<file path="src/rtl/mem_port_unit.sv">
// Memory-side stage of the multicycle RV32I core: req/ack port, IR/old-PC/read-data registers, lane steering.
// Optional: define MEM_MISALIGN_TRAP_EN to trap misaligned requests instead of truncating the low address bits.
module mem_port_unit #(
  parameter logic [31:0] RESET_INSTR    = 32'h0000_0013,
  parameter int unsigned TIMEOUT_CYCLES = 255
) (
  input  logic        clk,
  input  logic        reset,
  input  logic        ir_write,
  input  logic        mem_write,
  input  logic        adr_src,
  input  logic [31:0] pc,
  input  logic [31:0] alu_result,
  input  logic [31:0] write_data,
  output logic [31:0] instr,
  output logic [31:0] old_pc,
  output logic [31:0] read_data,
  output logic        busy,
  output logic        fault,
  output logic        mem_req,
  output logic        mem_we,
  output logic [31:0] mem_addr,
  output logic [3:0]  mem_wstrb,
  output logic [31:0] mem_wdata,
  input  logic [31:0] mem_rdata,
  input  logic        mem_ack
);

  typedef enum logic [0:0] {ST_IDLE = 1'b0, ST_ACCESS = 1'b1} state_t;
  typedef enum logic [1:0] {K_FETCH = 2'd0, K_LOAD = 2'd1, K_STORE = 2'd2} kind_t;

  localparam int unsigned CNT_W     = (TIMEOUT_CYCLES > 1) ? $clog2(TIMEOUT_CYCLES) : 1;
  localparam int unsigned TO_LAST_I = (TIMEOUT_CYCLES > 0) ? (TIMEOUT_CYCLES - 32'd1) : 32'd0;
  localparam logic [CNT_W-1:0] TO_LAST = TO_LAST_I[CNT_W-1:0];
  localparam bit TO_EN = (TIMEOUT_CYCLES != 0);

  state_t             state_r;
  kind_t              kind_r;
  logic [2:0]         funct3_r;
  logic [1:0]         off_r;
  logic [31:0]        pend_pc_r;
  logic [CNT_W-1:0]   wait_cnt_r;

  logic               req_fetch_s, req_store_s, req_load_s, req_any_s;
  logic [31:0]        req_addr_s;
  logic [2:0]         req_f3_s;
  logic               misalign_s;
  logic               timeout_s;

  function automatic logic [3:0] store_strb(input logic [2:0] f3, input logic [1:0] off);
    case (f3)
      3'b000:  return 4'b0001 << off;
      3'b001:  return off[1] ? 4'b1100 : 4'b0011;
      default: return 4'b1111;
    endcase
  endfunction

  function automatic logic [31:0] store_data(input logic [2:0] f3, input logic [31:0] wd);
    case (f3)
      3'b000:  return {4{wd[7:0]}};
      3'b001:  return {2{wd[15:0]}};
      default: return wd;
    endcase
  endfunction

  function automatic logic [31:0] load_ext(input logic [2:0] f3, input logic [1:0] off,
                                           input logic [31:0] rd);
    logic [31:0] sh;
    logic [15:0] h;
    sh = rd >> {off, 3'b000};
    h  = off[1] ? rd[31:16] : rd[15:0];
    case (f3)
      3'b000:  return {{24{sh[7]}}, sh[7:0]};
      3'b100:  return {24'h00_0000, sh[7:0]};
      3'b001:  return {{16{h[15]}}, h};
      3'b101:  return {16'h0000, h};
      default: return rd;
    endcase
  endfunction

  // Request decode; fetch has priority over the data-side strobes.
  assign req_fetch_s = ir_write;
  assign req_store_s = ~ir_write & mem_write & adr_src;
  assign req_load_s  = ~ir_write & ~mem_write & adr_src;
  assign req_any_s   = req_fetch_s | req_store_s | req_load_s;
  assign req_addr_s  = ir_write ? pc : alu_result;
  assign req_f3_s    = instr[14:12];
  assign timeout_s   = TO_EN && (state_r == ST_ACCESS) && !mem_ack && (wait_cnt_r == TO_LAST);

`ifdef MEM_MISALIGN_TRAP_EN
  logic half_s;
  assign half_s = req_store_s ? (req_f3_s == 3'b001) : (req_f3_s[1:0] == 2'b01);

  // Alignment check for the request being decoded this cycle.
  always_comb begin
    misalign_s = 1'b0;
    if (req_fetch_s || (req_f3_s == 3'b010)) begin
      misalign_s = (req_addr_s[1:0] != 2'b00);
    end else if (half_s) begin
      misalign_s = req_addr_s[0];
    end else begin
      misalign_s = 1'b0;
    end
  end
`else
  assign misalign_s = 1'b0;
`endif

  // Stall: held through the request cycle and every ACCESS cycle without ack or timeout.
  always_comb begin
    busy = 1'b0;
    case (state_r)
      ST_IDLE: begin
        if (req_any_s && !misalign_s) busy = 1'b1;
        else                          busy = 1'b0;
      end
      ST_ACCESS: begin
        if (mem_ack || timeout_s) busy = 1'b0;
        else                      busy = 1'b1;
      end
      default: busy = 1'b0;
    endcase
  end

  // Access FSM with registered port outputs and architectural registers.
  always_ff @(posedge clk) begin
    if (!reset) begin
      state_r    <= ST_IDLE;
      kind_r     <= K_FETCH;
      funct3_r   <= 3'b000;
      off_r      <= 2'b00;
      pend_pc_r  <= 32'h0000_0000;
      wait_cnt_r <= '0;
      instr      <= RESET_INSTR;
      old_pc     <= 32'h0000_0000;
      read_data  <= 32'h0000_0000;
      fault      <= 1'b0;
      mem_req    <= 1'b0;
      mem_we     <= 1'b0;
      mem_addr   <= 32'h0000_0000;
      mem_wstrb  <= 4'b0000;
      mem_wdata  <= 32'h0000_0000;
    end else begin
      case (state_r)
        ST_IDLE: begin
          if (req_any_s) begin
            if (misalign_s) begin
              fault <= 1'b1;
            end else begin
              state_r    <= ST_ACCESS;
              kind_r     <= req_fetch_s ? K_FETCH : (req_store_s ? K_STORE : K_LOAD);
              funct3_r   <= req_f3_s;
              off_r      <= req_addr_s[1:0];
              wait_cnt_r <= '0;
              mem_req    <= 1'b1;
              mem_we     <= req_store_s;
              mem_addr   <= {req_addr_s[31:2], 2'b00};
              mem_wstrb  <= req_store_s ? store_strb(req_f3_s, req_addr_s[1:0]) : 4'b0000;
              mem_wdata  <= store_data(req_f3_s, write_data);
              if (req_fetch_s) pend_pc_r <= pc;
            end
          end
        end
        ST_ACCESS: begin
          if (mem_ack) begin
            state_r   <= ST_IDLE;
            mem_req   <= 1'b0;
            mem_we    <= 1'b0;
            mem_wstrb <= 4'b0000;
            case (kind_r)
              K_FETCH: begin
                instr  <= mem_rdata;
                old_pc <= pend_pc_r;
              end
              K_LOAD:  read_data <= load_ext(funct3_r, off_r, mem_rdata);
              default: ;
            endcase
          end else if (timeout_s) begin
            state_r   <= ST_IDLE;
            mem_req   <= 1'b0;
            mem_we    <= 1'b0;
            mem_wstrb <= 4'b0000;
            fault     <= 1'b1;
          end else begin
            wait_cnt_r <= wait_cnt_r + CNT_W'(1);
          end
        end
        default: state_r <= ST_IDLE;
      endcase
    end
  end

endmodule

</file>
<file path="config.mk">
export PLATFORM = sky130hd
export DESIGN_NAME = mem_port_unit
export DESIGN_NICKNAME = d
export VERILOG_FILES = /design/src/rtl/mem_port_unit.sv
export SDC_FILE = /design/constraint.sdc
export NUM_CORES = 1
export LEC_CHECK = 0
export CAP_MARGIN = 30
export CORE_UTILIZATION = 41
export DETAILED_ROUTE_END_ITERATION = 6
export GPL_TIMING_DRIVEN = 0
export PLACE_DENSITY = 0.78
export SYNTH_ARGS = -nofsm -noshare
export SYNTH_HDL_FRONTEND = slang
export SYNTH_SLANG_ARGS = --single-unit
</file>
<file path="constraint.sdc">
create_clock -name clk -period 1.45 [get_ports clk]
set_input_delay 0.145 -clock clk [delete_from_list [all_inputs] [get_ports clk]]
set_output_delay 0.145 -clock clk [all_outputs]
set_load 0.01 [all_outputs]
</file>
==> impl_results.md <==
* Synthesized area at ~8700 sq um
* Detailed Route Iter0 Violations at just under 600
* CTS clk-pin slew, worst paths at roughly 0.06 ns
* First-pass GRT wire length at ~49 mm
* Wl on met1 at around 14 mm
* Pre-Repair DR Iteration Count at 4
* Share of cells above drive strength 1 at a little under a quarter
* Final Hold Viols at 0
* Placer congestion estimate at 0.897
* Comb pwr share at a little under a fifth
* Hold Buf Count CTS at 0
* Die H at 147 microns
* Syn_area_per_cell at ~8.2 sq um
* Worst hold path class: in2reg
* Sw Ratio at 26.3%
* Io pins at about 300
* DR vias/cell at around 5.5
* Clk_lat worst skew at roughly 0.5 ns
* Routed via count at between 9k and 10k
* Antenna violations before repair at 0
* Max FO, Critical Path at 3
* Port bufs at between 200 and 300
* Worst vdd rail ir drop at around 0.77 mV
* Routed len/inst at approximately 20 microns
* Deepest clock path buffer count at 3
* WP data arrival at about 1.6 ns
* Worst Hold Depth at 4
* Sink Count at between 200 and 250
* Final nets at 1567
* DP HPWL at about 23 mm
* Site Rows at 52
* Async S/R FF share, synth at 0%
* Setup violators final at 73
* Die area at around 22000 sq um
* Post-DRT Antenna Nets at 0
* Met3 wire len at 2.78 mm
* FF-to-FF setup slack at -0.25 ns
* Fin crit period at 1.77 ns
* Vias in the first global route at approximately 9k
* Max layer used: met4
* Routed wire length at 34.2 mm
* Initial core utilization at between 40% and 50%
* Power share of the sequential group at about two fifths
* Met2 Wirelength at 16.8 mm
* CTS tree: built
* Yosys warnings at 0
* Violated checks: negative setup slack
* Grt ovf at 0
* Core area at ~20000 sq um
* # Max-Cap Violations at 0
* Status: complete, but fails checks
* F_max at 564 MHz
* Worst Reg-to-Reg Cells at 7
* Cell Int Power at between 10000 and 15000 uW
* Synthesized instance count at between 1k and 1.5k
* Actual slew at the worst max-slew pin at ~0.69 ns
* CTS buffer count at 23
* Clk pwr share at 40.0%
* Top FF cell, synth: dfxtp_1
* Root Buffer: clkbuf_16
* P_sw at 4010 uW
* Seq/Total Area, Yosys at roughly half
* Skew final at around 0.016 ns
* DRC violations left at 0
* Crit share post-route at 122%
* Startpoint types: flop
* Leakage at 0.00607 uW
* RSZ-0062 raised after global routing: yes
* Slew Viols, Final at 0
* FILL cells at approximately 1.6k
* Pre-CTS WS at -0.846 ns
* Largest net degree at the start of global routing at 14
* Setup CP Type: reg2out
* CP required at approximately 1.3 ns
* Power density cells at ~1100 nW/um^2
* GRT Total Usage at 28.5%
* Final hold slack at 0.101 ns
* Die width at between 100 and 150 microns
* Critical Path End Type: output port
* Yosys reg bits at around 210
* Worst setup margin at -0.324 ns
* Relative slew slack at 54.1%
* Htree depth at 1
* Post-synth EDFFs at 0
* Yosys cell types at between 50 and 60
* Post-synthesis to final-layout area growth at 65.3%
* # diodes at 0
-- cell type report --
cell class / count / area (sq um) / area share [%]
flip-flops and latches: 213 / 4290 / 29.9
inverters: 6 / 22.5 / 0.157
clock inverters: 6 / 83.8 / 0.585
well taps: 270 / 338 / 2.36
repair buffers: 352 / 3460 / 24.1
clock buffers: 35 / 711 / 4.96
plain buffers: 82 / 653 / 4.56
multi-input cells: 753 / 4780 / 33.3
-- sequential cells by signal, summed over array words and instances (netlist names) --
signal	count
wait_cnt_r	8
mem_addr	30
funct3_r	3
mem_wdata	32
mem_we	1
fault	1
kind_r	2
off_r	2
state_r	1
mem_wstrb	4
instr	32
old_pc	32
pend_pc_r	32
read_data	32
mem_req	1
-- stage by stage --
step                setup TNS (ns)  area [sq um]  power (uW)  instances  util [%]
floorplan                   -0.545          8700        7530       1059         -
global placement           -105.80         12000        8800       1626      58.6
detailed placement         -110.71         12000        8840       1626      58.6
CTS                          -6.80         13100       14900       1690      64.0
global route                 -8.44         14300       15700       1717      69.9
finish                       -4.46         14300       15200       1717      69.9
-- metal layers --
layer | GRT usage (%) | up-vias
li1 | - | 4394
met1 | 35.4 | 4486
met2 | 48.6 | 450
met3 | 6.27 | 72
met4 | 9.74 | 0
met5 | 0 | -
-- timing repair --
action                     4_1_cts  5_1_grt
pin swaps                       13      100
gates cloned                     1        9
setup endpoints to repair      373      196
resized for setup              289      286
buffers inserted                25       20
-- power groups by stage --
stage / combinational, uW / sequential, uW / clock [uW]
after global placement: 2350 / 6450 / 0
after detailed placement: 2380 / 6460 / 0
after global routing: 2970 / 6380 / 6380
final: 2790 / 6350 / 6100
after CTS: 2390 / 6320 / 6140
after floorplan: 990 / 6540 / 0
-- critical path, stage by stage (launching register included) --
cell and delay, ns:
dfxtp_4 0.36, or3_4 0.40, o211ai_2 0.10, buf_6 0.14, inv_2 0.03, buf_6 0.10
-- final timing paths --
check	from	endpoint
worst max-delay path	state_r$_SDFF_PN0_	busy
worst min-delay path	ir_write	kind_r[1]$_SDFFE_PN0P_
worst max register to register	wait_cnt_r[0]$_SDFFE_PN0P_	wait_cnt_r[1]$_SDFFE_PN0P_
worst min register to register	mem_wdata[30]$_SDFFE_PN0P_	mem_wdata[30]$_SDFFE_PN0P_
-- layout by cell type (no fill, tap or decap), types with 20 or more instances in the layout --
master,Yosys,routed
nand2_1,286,226
dfxtp_1,213,204
dlygate4sd2_1,0,165
clkdlybuf4s50_1,0,131
a21oi_2,0,73
a21oi_1,146,72
nor2_1,55,52
mux2i_1,49,49
o21ai_0,47,41
a211oi_1,40,40
nand2_4,0,40
buf_6,1,32
clkbuf_16,0,31
buf_4,6,29
clkbuf_2,0,21
nand2_2,0,20
-- synthesized netlist by cell type, types with 9 or more instances --
cell / n / area (sq um)
a211oi_1: 40 / 300
nand3_1: 15 / 75.1
buf_2: 17 / 85.1
o21ai_0: 47 / 235
nand2_1: 286 / 1070
mux2i_1: 49 / 490
nor2_1: 55 / 206
clkbuf_1: 57 / 214
dfxtp_1: 213 / 4260
nor2b_1: 9 / 56.3
o211ai_1: 16 / 120
a21oi_1: 146 / 731
-- logic make-up (layout without fill, tap and decap cells) --
family,count (synthesis),in the layout,synth area share (%)
simple gates,409,409,20.0
compound gates,288,288,19.7
flops,213,213,49.2
buf+inv,93,481,4.62
mux,52,52,6.18
fa+ha+maj,2,2,0.289
other cells,1,2,0.0432
No activity file was read; power rests on OpenSTA's default activity.
